### config.mk
export PLATFORM = sky130hd
export DESIGN_NAME = sram_arbiter
export DESIGN_NICKNAME = d
export VERILOG_FILES = /design/src/rtl/sram_arbiter_pkg.sv /design/src/rtl/sram_arbiter_arb_slot.sv /design/src/rtl/sram_arbiter.sv
export SDC_FILE = /design/constraint.sdc
export NUM_CORES = 1
export LEC_CHECK = 0
export CORE_ASPECT_RATIO = 1.5
export CORE_MARGIN = 1.5
export CORE_UTILIZATION = 42
export CTS_CLUSTER_DIAMETER = 200
export DETAILED_ROUTE_END_ITERATION = 10
export DONT_BUFFER_PORTS = 1
export GPL_TIMING_DRIVEN = 0
export PLACE_DENSITY = 0.68
export SLEW_MARGIN = 20
export SYNTH_ARGS = -nofsm -noshare
export SYNTH_HDL_FRONTEND = slang
export SYNTH_HIERARCHICAL = 1
export SYNTH_SLANG_ARGS = --single-unit
### constraint.sdc
create_clock -name clk -period 4.4 [get_ports clk]
set_clock_uncertainty 0.2 [all_clocks]
set_input_delay 0.88 -clock clk [delete_from_list [all_inputs] [get_ports clk]]
set_output_delay 0.88 -clock clk [all_outputs]
set_load 0.05 [all_outputs]
### src/rtl/sram_arbiter_pkg.sv
// Shared definitions for the two-port SRAM arbiter: FSM encoding, port indices
// and the round-robin selection helper.
package sram_arbiter_pkg;

  typedef enum logic [1:0] {
    ST_IDLE  = 2'd0,
    ST_ISSUE = 2'd1,
    ST_WAIT  = 2'd2
  } arb_state_e;

  localparam logic PORT_A = 1'b0;
  localparam logic PORT_B = 1'b1;

  // With both slots pending the port that was not served last wins.
  function automatic logic rr_pick(input logic a_pend,
                                   input logic b_pend,
                                   input logic last_port);
    if (a_pend && b_pend) begin
      return !last_port;
    end
    return b_pend ? PORT_B : PORT_A;
  endfunction

endpackage

### src/rtl/sram_arbiter_arb_slot.sv
// One requester's pending-request slot: captures a single rd/wr pulse, holds it
// until the arbiter completes it, and flags pulses that had to be dropped.
module arb_slot #(
  parameter int DATA_WIDTH = 16,
  parameter int ADDR_WIDTH = 12
) (
  input  logic                  clk,
  input  logic                  rst,
  input  logic                  rd,
  input  logic                  wr,
  input  logic [ADDR_WIDTH-1:0] offset,
  input  logic [DATA_WIDTH-1:0] wdata,
  input  logic                  clear,
  output logic                  pending,
  output logic                  is_write,
  output logic [ADDR_WIDTH-1:0] slot_offset,
  output logic [DATA_WIDTH-1:0] slot_data,
  output logic                  overrun
);

  logic                  pending_q, pending_d;
  logic                  is_write_q, is_write_d;
  logic [ADDR_WIDTH-1:0] offset_q, offset_d;
  logic [DATA_WIDTH-1:0] data_q, data_d;
  logic                  accept;

  // NOTE: every signal driven here gets a default first, so no path can leave
  // one unassigned and infer a latch.
  always_comb begin
    accept     = (rd ^ wr) && (!pending_q || clear);
    overrun    = (rd || wr) && !accept;
    pending_d  = pending_q;
    is_write_d = is_write_q;
    offset_d   = offset_q;
    data_d     = data_q;
    if (accept) begin
      pending_d  = 1'b1;
      is_write_d = wr;
      offset_d   = offset;
      data_d     = wdata;
    end else if (clear) begin
      pending_d  = 1'b0;
    end
  end

  // NOTE: sequential state is updated with non-blocking assignments so every
  // flop samples pre-edge values regardless of block ordering.
  always_ff @(posedge clk) begin
    if (rst) begin
      pending_q <= 1'b0;
    end else begin
      pending_q <= pending_d;
    end
  end

  // NOTE: the payload is deliberately not reset; it is only consumed while
  // pending_q is set, and leaving it reset-free keeps the reset tree small.
  always_ff @(posedge clk) begin
    is_write_q <= is_write_d;
    offset_q   <= offset_d;
    data_q     <= data_d;
  end

  assign pending     = pending_q;
  assign is_write    = is_write_q;
  assign slot_offset = offset_q;
  assign slot_data   = data_q;

endmodule

### src/rtl/sram_arbiter.sv
// Two-requester arbiter in front of a smart_ram port: round-robin grant,
// one-cycle rd/wr strobe, combinational completion routing and a WAIT timeout.
module sram_arbiter
  import sram_arbiter_pkg::*;
#(
  parameter int DATA_WIDTH = 16,
  parameter int ADDR_WIDTH = 12,
  parameter int TIMEOUT    = 255
) (
  input  logic                  clk,
  input  logic                  rst,
  input  logic                  a_rd,
  input  logic                  a_wr,
  input  logic [ADDR_WIDTH-1:0] a_offset,
  input  logic [DATA_WIDTH-1:0] a_data_out,
  output logic [DATA_WIDTH-1:0] a_data_in,
  output logic                  a_read_finish,
  output logic                  a_write_finish,
  input  logic                  b_rd,
  input  logic                  b_wr,
  input  logic [ADDR_WIDTH-1:0] b_offset,
  input  logic [DATA_WIDTH-1:0] b_data_out,
  output logic [DATA_WIDTH-1:0] b_data_in,
  output logic                  b_read_finish,
  output logic                  b_write_finish,
  output logic                  sram_rd,
  output logic                  sram_wr,
  output logic [ADDR_WIDTH-1:0] sram_offset,
  output logic [DATA_WIDTH-1:0] sram_data_out,
  input  logic [DATA_WIDTH-1:0] sram_data_in,
  input  logic                  sram_read_finish,
  input  logic                  sram_write_finish,
  input  logic                  err_clr,
  output logic                  overrun,
  output logic                  timeout,
  output logic                  busy
);

  localparam int CNT_WIDTH = (TIMEOUT < 1) ? 1 : $clog2(TIMEOUT + 1);
  localparam logic [CNT_WIDTH-1:0] CNT_MAX = CNT_WIDTH'(TIMEOUT);

  logic                  a_pending, a_is_wr, a_ovr, a_clear;
  logic [ADDR_WIDTH-1:0] a_slot_off;
  logic [DATA_WIDTH-1:0] a_slot_data;
  logic                  b_pending, b_is_wr, b_ovr, b_clear;
  logic [ADDR_WIDTH-1:0] b_slot_off;
  logic [DATA_WIDTH-1:0] b_slot_data;

  arb_slot #(.DATA_WIDTH(DATA_WIDTH), .ADDR_WIDTH(ADDR_WIDTH)) u_slot_a (
    .clk        (clk),
    .rst        (rst),
    .rd         (a_rd),
    .wr         (a_wr),
    .offset     (a_offset),
    .wdata      (a_data_out),
    .clear      (a_clear),
    .pending    (a_pending),
    .is_write   (a_is_wr),
    .slot_offset(a_slot_off),
    .slot_data  (a_slot_data),
    .overrun    (a_ovr)
  );

  arb_slot #(.DATA_WIDTH(DATA_WIDTH), .ADDR_WIDTH(ADDR_WIDTH)) u_slot_b (
    .clk        (clk),
    .rst        (rst),
    .rd         (b_rd),
    .wr         (b_wr),
    .offset     (b_offset),
    .wdata      (b_data_out),
    .clear      (b_clear),
    .pending    (b_pending),
    .is_write   (b_is_wr),
    .slot_offset(b_slot_off),
    .slot_data  (b_slot_data),
    .overrun    (b_ovr)
  );

  arb_state_e            state_q, state_d;
  logic                  owner_q, owner_d;
  logic                  last_q, last_d;
  logic                  op_wr_q, op_wr_d;
  logic [CNT_WIDTH-1:0]  cnt_q, cnt_d;
  logic                  sram_rd_q, sram_rd_d;
  logic                  sram_wr_q, sram_wr_d;
  logic [ADDR_WIDTH-1:0] offset_q, offset_d;
  logic [DATA_WIDTH-1:0] wdata_q, wdata_d;
  logic                  overrun_q, overrun_d;
  logic                  timeout_q, timeout_d;

  logic grant, fin_real, fin_tmo, done;
  logic owner_a, owner_b;

  // A real finish in the timeout cycle counts as a normal completion.
  always_comb begin
    fin_real = (state_q == ST_WAIT) && !rst &&
               (op_wr_q ? sram_write_finish : sram_read_finish);
    fin_tmo  = (state_q == ST_WAIT) && !rst && !fin_real && (cnt_q == CNT_MAX);
    done     = fin_real || fin_tmo;
    owner_a  = (owner_q == PORT_A);
    owner_b  = (owner_q == PORT_B);
    a_clear  = done && owner_a;
    b_clear  = done && owner_b;
  end

  always_comb begin
    a_read_finish  = a_clear && !op_wr_q;
    a_write_finish = a_clear && op_wr_q;
    b_read_finish  = b_clear && !op_wr_q;
    b_write_finish = b_clear && op_wr_q;
    a_data_in      = (fin_real && owner_a && !op_wr_q) ? sram_data_in : '0;
    b_data_in      = (fin_real && owner_b && !op_wr_q) ? sram_data_in : '0;
  end

  always_comb begin
    state_d   = state_q;
    owner_d   = owner_q;
    last_d    = last_q;
    op_wr_d   = op_wr_q;
    cnt_d     = cnt_q;
    sram_rd_d = 1'b0;
    sram_wr_d = 1'b0;
    offset_d  = offset_q;
    wdata_d   = wdata_q;
    grant     = rr_pick(a_pending, b_pending, last_q);
    unique case (state_q)
      ST_IDLE: begin
        if (a_pending || b_pending) begin
          state_d   = ST_ISSUE;
          owner_d   = grant;
          op_wr_d   = (grant == PORT_B) ? b_is_wr : a_is_wr;
          offset_d  = (grant == PORT_B) ? b_slot_off : a_slot_off;
          wdata_d   = !op_wr_d ? '0 : ((grant == PORT_B) ? b_slot_data : a_slot_data);
          sram_rd_d = !op_wr_d;
          sram_wr_d = op_wr_d;
          cnt_d     = '0;
        end
      end
      ST_ISSUE: state_d = ST_WAIT;
      ST_WAIT: begin
        if (done) begin
          state_d  = ST_IDLE;
          last_d   = owner_q;
          offset_d = '0;
          wdata_d  = '0;
          cnt_d    = '0;
        end else begin
          cnt_d = cnt_q + 1'b1;
        end
      end
      default: state_d = ST_IDLE;
    endcase

    overrun_d = (a_ovr || b_ovr) ? 1'b1 : (err_clr ? 1'b0 : overrun_q);
    timeout_d = fin_tmo          ? 1'b1 : (err_clr ? 1'b0 : timeout_q);
  end

  always_ff @(posedge clk) begin
    if (rst) begin
      state_q   <= ST_IDLE;
      owner_q   <= PORT_A;
      last_q    <= PORT_B;
      op_wr_q   <= 1'b0;
      cnt_q     <= '0;
      sram_rd_q <= 1'b0;
      sram_wr_q <= 1'b0;
      offset_q  <= '0;
      wdata_q   <= '0;
      overrun_q <= 1'b0;
      timeout_q <= 1'b0;
    end else begin
      state_q   <= state_d;
      owner_q   <= owner_d;
      last_q    <= last_d;
      op_wr_q   <= op_wr_d;
      cnt_q     <= cnt_d;
      sram_rd_q <= sram_rd_d;
      sram_wr_q <= sram_wr_d;
      offset_q  <= offset_d;
      wdata_q   <= wdata_d;
      overrun_q <= overrun_d;
      timeout_q <= timeout_d;
    end
  end

  assign sram_rd       = sram_rd_q;
  assign sram_wr       = sram_wr_q;
  assign sram_offset   = offset_q;
  assign sram_data_out = wdata_q;
  assign overrun       = overrun_q;
  assign timeout       = timeout_q;
  assign busy          = (state_q != ST_IDLE);

endmodule

==> impl_results.md <==
- Status: completed
- Startpoint Class: primary input
- # setup viols final: 0
- WL final: 9500 um
- CTS tree: yes
- Pre-Repair DR Iteration Count: 4
- Initial antenna violation count: 0
- Mapped Area: 4390 um^2
- Crit share post-route: 85.7%
- Clk_lat worst skew: 340 ps
- Sink Count: 105
- Area contributors post-synth: edfxtp_1, dfxtp_1, and2_1
- Achievable Freq: 0.265 GHz
- Library cells used by synthesis: 50
- Largest net degree at the start of global routing: 30
- Final WS setup: 630 ps
- Worst-path clk slew: 70 ps
- Vias per cell: 5.87
- Pwr/cell area: 476 nW/um^2
- Die area: 11100 um^2
- Post-synth top area share: 39.6%
- Number of I/O port buffers: 0
- Ys flop type: edfxtp_1
- Min Tclk post-route: 3770 ps
- CTS Root Cell: clkbuf_16
- Setup_tns: 0 ps
- Syn nets: 434
- Largest area contributor in the netlist: edfxtp_1
- CTS Hold Bufs: 0
- Final HPWL DP: 7190 um
- Synthesized area per cell: 12.6 um^2
- Seq/Total Area, Yosys: 61.0%
- Area Growth Syn to Fin: 10.3%
- Vias in the first global route: 2851
- Wire length per cell: 19.6 um
- Yosys warns: 6
- Core Box Area: 10100 um^2
- CTS Buf Count: 9
- Setup repair bufs after CTS: 0
- Antenna Cells: 0
- Total GRT Usage: 17.9%
- Cell leakage power: 1.71 nW
- Total Nets Final: 446
- Maximum VDD drop: 352 uV
- Post-CTS sizing: 0
- Worst path required time: 3320 ps
- Place WS: 606 ps
- Arrival time of the worst setup path: 2690 ps
- # DRC: 0
- Crit path max fanout: 10
- Routability-driven placement congestion ratio: 0.770
- Total number of vias: 2840
- Max-Cap Viols: 0
- Ys async rst share: 0%
- Worst-Margin Slew: 643 ps
- First-pass GRT wire length: 14900 um
- Crit end category: primary output
- Die W: 86.5 um
- DR iter-0 viols: 171
- # rows: 45
- H-tree levels: 3
- Die Y: 128 um
- RSZ-0062 raised after global routing: no
- CP Class: in -> out
- Layout cell share with drive strength beyond 1: 17.4%
- Initial Utilization: 43.4%
- EDFF count, synth: 58
- Worst min path class: reg -> reg
- Rel. slew slack: 56.9%
- GRT overflow: 0
- Post-synthesis cell count: 350
- Antenna-violating nets left: 0
- Clock buffer depth: 2
- Final Hold Viols: 0
- Count of pins over their slew limit: 0
- Number of I/O pins: 150
- Synthesized flop and latch total: 105
==> per-stage QoR <==
stage	power [mW]	util, %	instances	hold WS (ps)	area (um^2)
after floorplan	1.47	-	350	231	4390
after global placement	1.54	44.8	467	249	4540
after detailed placement	1.55	44.9	468	258	4550
after CTS	2.33	47.8	484	275	4850
after global routing	2.40	47.8	484	299	4850
final	2.31	47.8	484	282	4850
==> per-layer routing <==
layer  GRT usage (%)  vias to the layer above  routed length, um
met2            32.9                      137               5260
met1            18.9                     1353               3520
met3            5.09                        8                597
met4            7.50                        0                128
met5               0                        -                  0
li1                -                     1342                  -
==> state kept, by name, summed over array words and instances, names as in the netlist <==
name	cells
cnt_q	8
last_q	1
op_wr_q	1
overrun	1
owner_b	1
sram_data_out	16
sram_offset	12
sram_rd	1
sram_wr	1
state_q	2
timeout	1
u_slot_a/is_write	1
u_slot_a/pending	1
u_slot_a/slot_data	16
u_slot_a/slot_offset	12
u_slot_b/is_write	1
u_slot_b/pending	1
u_slot_b/slot_data	16
u_slot_b/slot_offset	12
==> power by group <==
part,switching (mW),internal [mW],total (mW)
clock,0.340,0.441,0.781
combinational,0.165,0.0864,0.251
sequential,0.149,1.13,1.28
total,0.654,1.65,2.31
==> layout make-up <==
type / instances / area (um^2)
Inverter: 11 / 41.3
Multi-Input combinational cell: 213 / 1590
Fill cell: 897 / 5290
Clock inverter: 7 / 68.8
Tap cell: 117 / 146
Sequential cell: 105 / 2680
Timing Repair Buffer: 1 / 7.51
Clock buffer: 9 / 225
Buffer: 21 / 91.3
==> path summary, 6_finish.rpt <==
kind / from / to / slack, ps / depth (start not counted)
worst min register to register: cnt_q[7]$_SDFFE_PP0P_ / cnt_q[7]$_SDFFE_PP0P_ / 280 / 1
worst max register to register: cnt_q[0]$_SDFFE_PP0P_ / u_slot_a/slot_offset[11]$_DFFE_PP_ / 1510 / 7
worst max-delay path: rst / a_data_in[9] / 630 / 5
worst min-delay path: cnt_q[7]$_SDFFE_PP0P_ / cnt_q[7]$_SDFFE_PP0P_ / 280 / 1
==> layout by cell type (no fill, tap or decap), types with 9 or more instances in the layout <==
| cell type | instances |
|---|---|
| o21ai_0 | 17 |
| nand3_1 | 21 |
| inv_1 | 10 |
| clkbuf_1 | 12 |
| edfxtp_1 | 58 |
| mux2i_1 | 14 |
| mux2_2 | 17 |
| clkbuf_16 | 9 |
| dfxtp_1 | 47 |
| and2_1 | 36 |
| o2111ai_1 | 16 |
| nor2_1 | 13 |
==> logic make-up (layout without fill, tap and decap cells) <==
family,after synthesis,count (layout),share of synthesized area (%)
buf+inv,32,49,3.02
compound gates,74,74,12.8
fa+ha+maj,3,3,0.854
xor+xnor,1,1,0.199
mux,32,32,7.89
flops,105,105,61.0
simple gates,103,103,14.2
==> synthesized netlist by cell type (2+ instances only) <==
master	count
dfxtp_1	47
a31o_2	7
nor2_1	13
buf_2	6
o2bb2ai_1	5
a22oi_1	2
nor3_1	2
and2_4	2
a21o_1	2
mux2i_1	14
o21ai_0	17
nand2_1	4
and2_1	36
clkbuf_1	12
nand3_1	21
ha_1	3
nand2b_1	3
a22o_1	2
a21oi_1	3
inv_1	10
a21oi_2	5
and3_1	4
a211oi_1	3
edfxtp_1	58
nand2b_4	2
a31oi_1	5
mux2_2	17
nor4_1	8
o2111ai_1	16
==> critical path: stages <==
cell and delay (ps):
buf_2 170, or3b_4 440, nor4b_4 400, clkbuf_1 300, and2_1 490
(Power assumes the default switching activity.)
